===== config.mk =====
export PLATFORM = sky130hd
export DESIGN_NAME = mem_port_arbiter
export DESIGN_NICKNAME = d
export VERILOG_FILES = /design/src/rtl/mem_port_arbiter.sv
export SDC_FILE = /design/constraint.sdc
export NUM_CORES = 1
export LEC_CHECK = 0
export CAP_MARGIN = 25
export CORE_AREA = 2 2 97 99
export CTS_BUF_LIST = sky130_fd_sc_hd__clkbuf_2 sky130_fd_sc_hd__clkbuf_4 sky130_fd_sc_hd__clkbuf_8
export DETAILED_ROUTE_END_ITERATION = 10
export DIE_AREA = 0 0 99 101
export PLACE_DENSITY_LB_ADDON = 0.25
export SYNTH_ARGS = -nofsm -noshare
export SYNTH_HDL_FRONTEND = slang
export SYNTH_SLANG_ARGS = --single-unit

===== constraint.sdc =====
create_clock -name CLOCK_50 -period 2.45 [get_ports CLOCK_50]
set_input_delay 0.3675 -clock CLOCK_50 [delete_from_list [all_inputs] [get_ports CLOCK_50]]
set_output_delay 0.3675 -clock CLOCK_50 [all_outputs]
set_load 0.05 [all_outputs]

===== src/rtl/mem_port_arbiter.sv =====
// Round-robin arbiter and sequencer for the shared single-port 2048x32 main memory.
// Registered one-hot grant, bounded hold time, and a tagged read-return pipeline.
module mem_port_arbiter #(
   parameter int NREQ     = 3,
   parameter int AW       = 11,
   parameter int DW       = 32,
   parameter int RD_LAT   = 2,
   parameter int MAX_HOLD = 64
) (
   input  logic                 CLOCK_50,
   input  logic                 resetIn,
   input  logic [NREQ-1:0]      req,
   input  logic [NREQ*AW-1:0]   addr_flat,
   input  logic [NREQ-1:0]      we_flat,
   input  logic [NREQ*DW-1:0]   wdata_flat,
   output logic [NREQ-1:0]      gnt,
   output logic [NREQ-1:0]      rvalid,
   output logic [DW-1:0]        rdata,
   output logic                 busy,
   output logic [AW-1:0]        mem_addr,
   output logic                 mem_we,
   output logic [DW-1:0]        mem_wdata,
   input  logic [DW-1:0]        mem_rdata
);

   localparam int IW = $clog2(NREQ);
   localparam int HW = $clog2(MAX_HOLD + 1);
   localparam logic [HW-1:0] HOLD_LAST = HW'(MAX_HOLD - 1);

   typedef enum logic [1:0] {IDLE, OWN, TURN} state_t;

   state_t            state;
   logic [IW-1:0]     owner;
   logic [IW-1:0]     rr_ptr;
   logic [HW-1:0]     hold_cnt;
   logic [IW-1:0]     pick;
   logic              pick_vld;
   logic [AW-1:0]     own_addr;
   logic [DW-1:0]     own_wdata;
   logic              own_req;
   logic              own_we;
   logic              in_own;
   logic              rd_push;
   logic              exit_own;
   logic [RD_LAT-1:0] tag_vld;
   logic [IW-1:0]     tag_id [RD_LAT];

   always_comb begin
      own_addr  = '0;
      own_wdata = '0;
      own_req   = 1'b0;
      own_we    = 1'b0;
      for (int unsigned k = 0; k < NREQ; k++) begin
         if (owner == IW'(k)) begin
            own_addr  = addr_flat[k*AW +: AW];
            own_wdata = wdata_flat[k*DW +: DW];
            own_req   = req[k];
            own_we    = we_flat[k];
         end
      end
   end

   // Scan from rr_ptr upward with wrap; the first set request wins.
   always_comb begin
      int unsigned idx;
      idx      = 0;
      pick     = rr_ptr;
      pick_vld = 1'b0;
      for (int unsigned i = 0; i < NREQ; i++) begin
         idx = (int'(rr_ptr) + i) % NREQ;
         if (!pick_vld && req[idx]) begin
            pick     = IW'(idx);
            pick_vld = 1'b1;
         end
      end
   end

   assign in_own    = (state == OWN);
   assign mem_addr  = in_own ? own_addr  : '0;
   assign mem_wdata = in_own ? own_wdata : '0;
   assign mem_we    = in_own & own_req & own_we;
   assign rd_push   = in_own & own_req & ~own_we;
   assign exit_own  = ~own_req | ((hold_cnt == HOLD_LAST) && (|(req & ~gnt)));

   always_ff @(posedge CLOCK_50 or negedge resetIn) begin
      if (!resetIn) begin
         state    <= IDLE;
         gnt      <= '0;
         owner    <= '0;
         rr_ptr   <= '0;
         hold_cnt <= '0;
      end else begin
         case (state)
            IDLE: begin
               if (pick_vld) begin
                  state    <= OWN;
                  owner    <= pick;
                  gnt      <= NREQ'(1) << pick;
                  hold_cnt <= '0;
               end
            end
            OWN: begin
               if (exit_own) begin
                  state    <= TURN;
                  gnt      <= '0;
                  rr_ptr   <= (owner == IW'(NREQ - 1)) ? '0 : owner + IW'(1);
                  hold_cnt <= '0;
               end else if (hold_cnt != HOLD_LAST) begin
                  hold_cnt <= hold_cnt + HW'(1);
               end
            end
            TURN:    state <= IDLE;
            default: state <= IDLE;
         endcase
      end
   end

   // Tags follow each read address through the memory latency so the
   // return reaches the issuer even after it has lost the grant.
   always_ff @(posedge CLOCK_50 or negedge resetIn) begin
      if (!resetIn) begin
         tag_vld <= '0;
         for (int unsigned i = 0; i < RD_LAT; i++) tag_id[i] <= '0;
      end else begin
         tag_vld[0] <= rd_push;
         tag_id[0]  <= owner;
         for (int unsigned i = 1; i < RD_LAT; i++) begin
            tag_vld[i] <= tag_vld[i-1];
            tag_id[i]  <= tag_id[i-1];
         end
      end
   end

   assign rvalid = tag_vld[RD_LAT-1] ? (NREQ'(1) << tag_id[RD_LAT-1]) : '0;
   assign rdata  = mem_rdata;
   assign busy   = (state != IDLE) | (|tag_vld);

endmodule


==> impl_metrics.json <==
{
  "path_max_fanout": 5,
  "crit_family": "buffers and inverters",
  "status": "finished, final reports clean",
  "synthFlopType": "dfrtp_1",
  "cts.clk_slew.worst_paths_ps": 80,
  "synth_nets": 524,
  "htreeDepth": 1,
  "cap_violations": 0,
  "gp_congestion": 0.8053,
  "avgSynthCellArea_um2": 7.315,
  "clock_latency_ps": 260,
  "grt_setup_unrepaired": "no",
  "area_growth_pct": 87.77,
  "r2r_slack_ps": 180,
  "fin_setup_tns_ps": 0,
  "drc": 0,
  "grt_pass1_wl_um": 15280,
  "antennaDiodeCount": 0,
  "path_cells": "or4_1 > clkdlybuf4s50_1",
  "vdd_drop_max_uv": 694.2,
  "route.vias.total": 3034,
  "maxSlewViolCount": 0,
  "dr.pass1.iters": 5,
  "grt_usage_pct": 18.69,
  "port_buffers": 187,
  "layout_min_cycle_time_ps": 2282,
  "vias_per_cell": 5.015,
  "root_buffer": "clkbuf_8",
  "crit_type": "reg -> out",
  "path_buf_inv": 1,
  "cp_data_arrival_time_ps": 1910,
  "holdBufCountCts": 0,
  "clock_path_buffers": 2,
  "hold_viol": 0,
  "hpwl_um": 7958,
  "timing.slew.headroom_pct": 59.11,
  "synth_warnings": 0,
  "ant_nets": 0,
  "grt_max_degree": 53,
  "crit_slowest_cell": "clkdlybuf4s50_1",
  "worstMarginPinSlew_ps": 611.4,
  "final_cell_mix": "clkdlybuf4s50_1, nor2_1, mux2i_1",
  "critical_path.endpoint_type": "output pin",
  "power_density_nw_per_um2": 1261,
  "synth_cell_types": 51,
  "synth_cells": 351,
  "slowest_delay_ps": 710,
  "hold_path_class": "reg -> reg",
  "grt.overflow.total": 0,
  "startpoint_type": "flip-flop",
  "required_ps": 2080,
  "cts_buffers": 3,
  "synth_edf_count": 0,
  "core_um2": 8977,
  "rows": 35,
  "cts.sinks": 22,
  "fin_crit_sh_pct": 93.15,
  "nets": 668,
  "ys_async_sr_fraction_pct": 100.0,
  "drive_above_1_share_pct": 14.37,
  "layout_commonest_cell": "clkdlybuf4s50_1",
  "ioPinCount": 252,
  "drt_iter0_drc": 88,
  "fmax_mhz": 438.2,
  "postCtsSetupRepairBufs": 0,
  "fin_ws_ps": 167.9,
  "setup_violations": 0,
  "synth_seq_cells": 22,
  "place_ws_ps": 103.2,
  "first_global_vias": 3024,
  "wire_per_inst_um": 16.46,
  "finClkSkew_ps": 6.378,
  "die_h_um": 101,
  "power_leakage_nw": 1.963,
  "antenna_found_initial": 0,
  "dieArea_um2": 9999,
  "cts-resized-gates": 0,
  "synthesis.area_um2": 2567,
  "die_x_um": 99,
  "routed_wirelength_um": 9956,
  "cts_tree": "built",
  "ys_seq_area_share_pct": 21.44,
  "initial_core_util_pct": 28.60
}
cells by family after synthesis:
| family | after synthesis | synth area share, % |
|---|---|---|
| buf+inv | 65 | 14.96 |
| fa+ha+maj | 4 | 1.949 |
| simple gates | 123 | 20.47 |
| compound gates | 88 | 22.13 |
| xor+xnor | 1 | 0.3412 |
| mux | 48 | 18.71 |
| flops | 22 | 21.44 |
state kept, by name (all words and copies together), names as in the netlist:
| name | count |
|---|---|
| hold_cnt | 7 |
| tag_id | 4 |
| gnt | 3 |
| owner | 2 |
| rr_ptr | 2 |
| state | 2 |
| tag_vld | 2 |
synthesized netlist by cell type (3+ instances only):
| cell | count | share of area [%] |
|---|---|---|
| nor2_1 | 91 | 13 |
| a21oi_1 | 47 | 9.2 |
| buf_1 | 6 | 0.88 |
| nand2b_1 | 5 | 1.2 |
| clkbuf_1 | 10 | 1.5 |
| buf_4 | 33 | 9.6 |
| a21o_1 | 4 | 1.2 |
| buf_2 | 7 | 1.4 |
| ha_1 | 4 | 1.9 |
| o221ai_1 | 3 | 1.0 |
| dfrtp_1 | 22 | 21 |
| inv_1 | 8 | 1.2 |
| nand3_1 | 3 | 0.58 |
| mux2i_1 | 48 | 19 |
| nand2_1 | 9 | 1.3 |
| o21ai_0 | 8 | 1.6 |
path summary, 6_finish.rpt:
path                                       start                      end  cells after the start
max                         state[1]$_DFFE_PN0P_                     busy                      2
min in group asynchronous                resetIn  hold_cnt[2]$_DFFE_PN0P_                      1
max reg2reg                rr_ptr[0]$_DFFE_PN0P_       gnt[0]$_DFFE_PN0P_                      7
min                          tag_id[2]$_DFF_PN0_      tag_id[0]$_DFF_PN0_                      0
max in group asynchronous                resetIn  hold_cnt[3]$_DFFE_PN0P_                      2
min reg2reg                  tag_id[2]$_DFF_PN0_      tag_id[0]$_DFF_PN0_                      0
final cells by class:
type | instances | area [um2]
multi-input combinational | 264 | 1644
clock inverter | 1 | 30.03
clock buffer | 3 | 41.29
timing repair buffer | 196 | 2384
inverter | 8 | 30.03
tap | 111 | 138.9
sequential | 22 | 553.0
fill | 813 | 4156
metrics by stage:
| step | total power [mW] | hold slack (ps) | area (um2) | cells | utilization, % |
|---|---|---|---|---|---|
| 6_report | 6.078 | 352.1 | 4821 | 605 | 53.70 |
| 4_1_cts | 6.116 | 355.0 | 4816 | 605 | 53.64 |
| 3_3_place_gp | 5.699 | 335.0 | 4745 | 601 | 52.85 |
| 3_5_place_dp | 5.760 | 335.5 | 4745 | 601 | 52.85 |
| 2_1_floorplan | 3.721 | 71.91 | 2567 | 351 | - |
| 5_1_grt | 6.415 | 357.9 | 4821 | 605 | 53.70 |
routing by layer:
layer / track usage (%) / wire length, um
met1: 21.43 / 3772
met2: 33.94 / 5259
met3: 5.201 / 691
met4: 5.269 / 233
met5: 0 / 0
where the power goes:
group	total, mW	internal, mW	switching [mW]
Clock	0.333	0.218	0.115
Combinational	5.16	2.24	2.93
Sequential	0.580	0.478	0.102
Note: power is estimated with default switching activity, not from simulation.
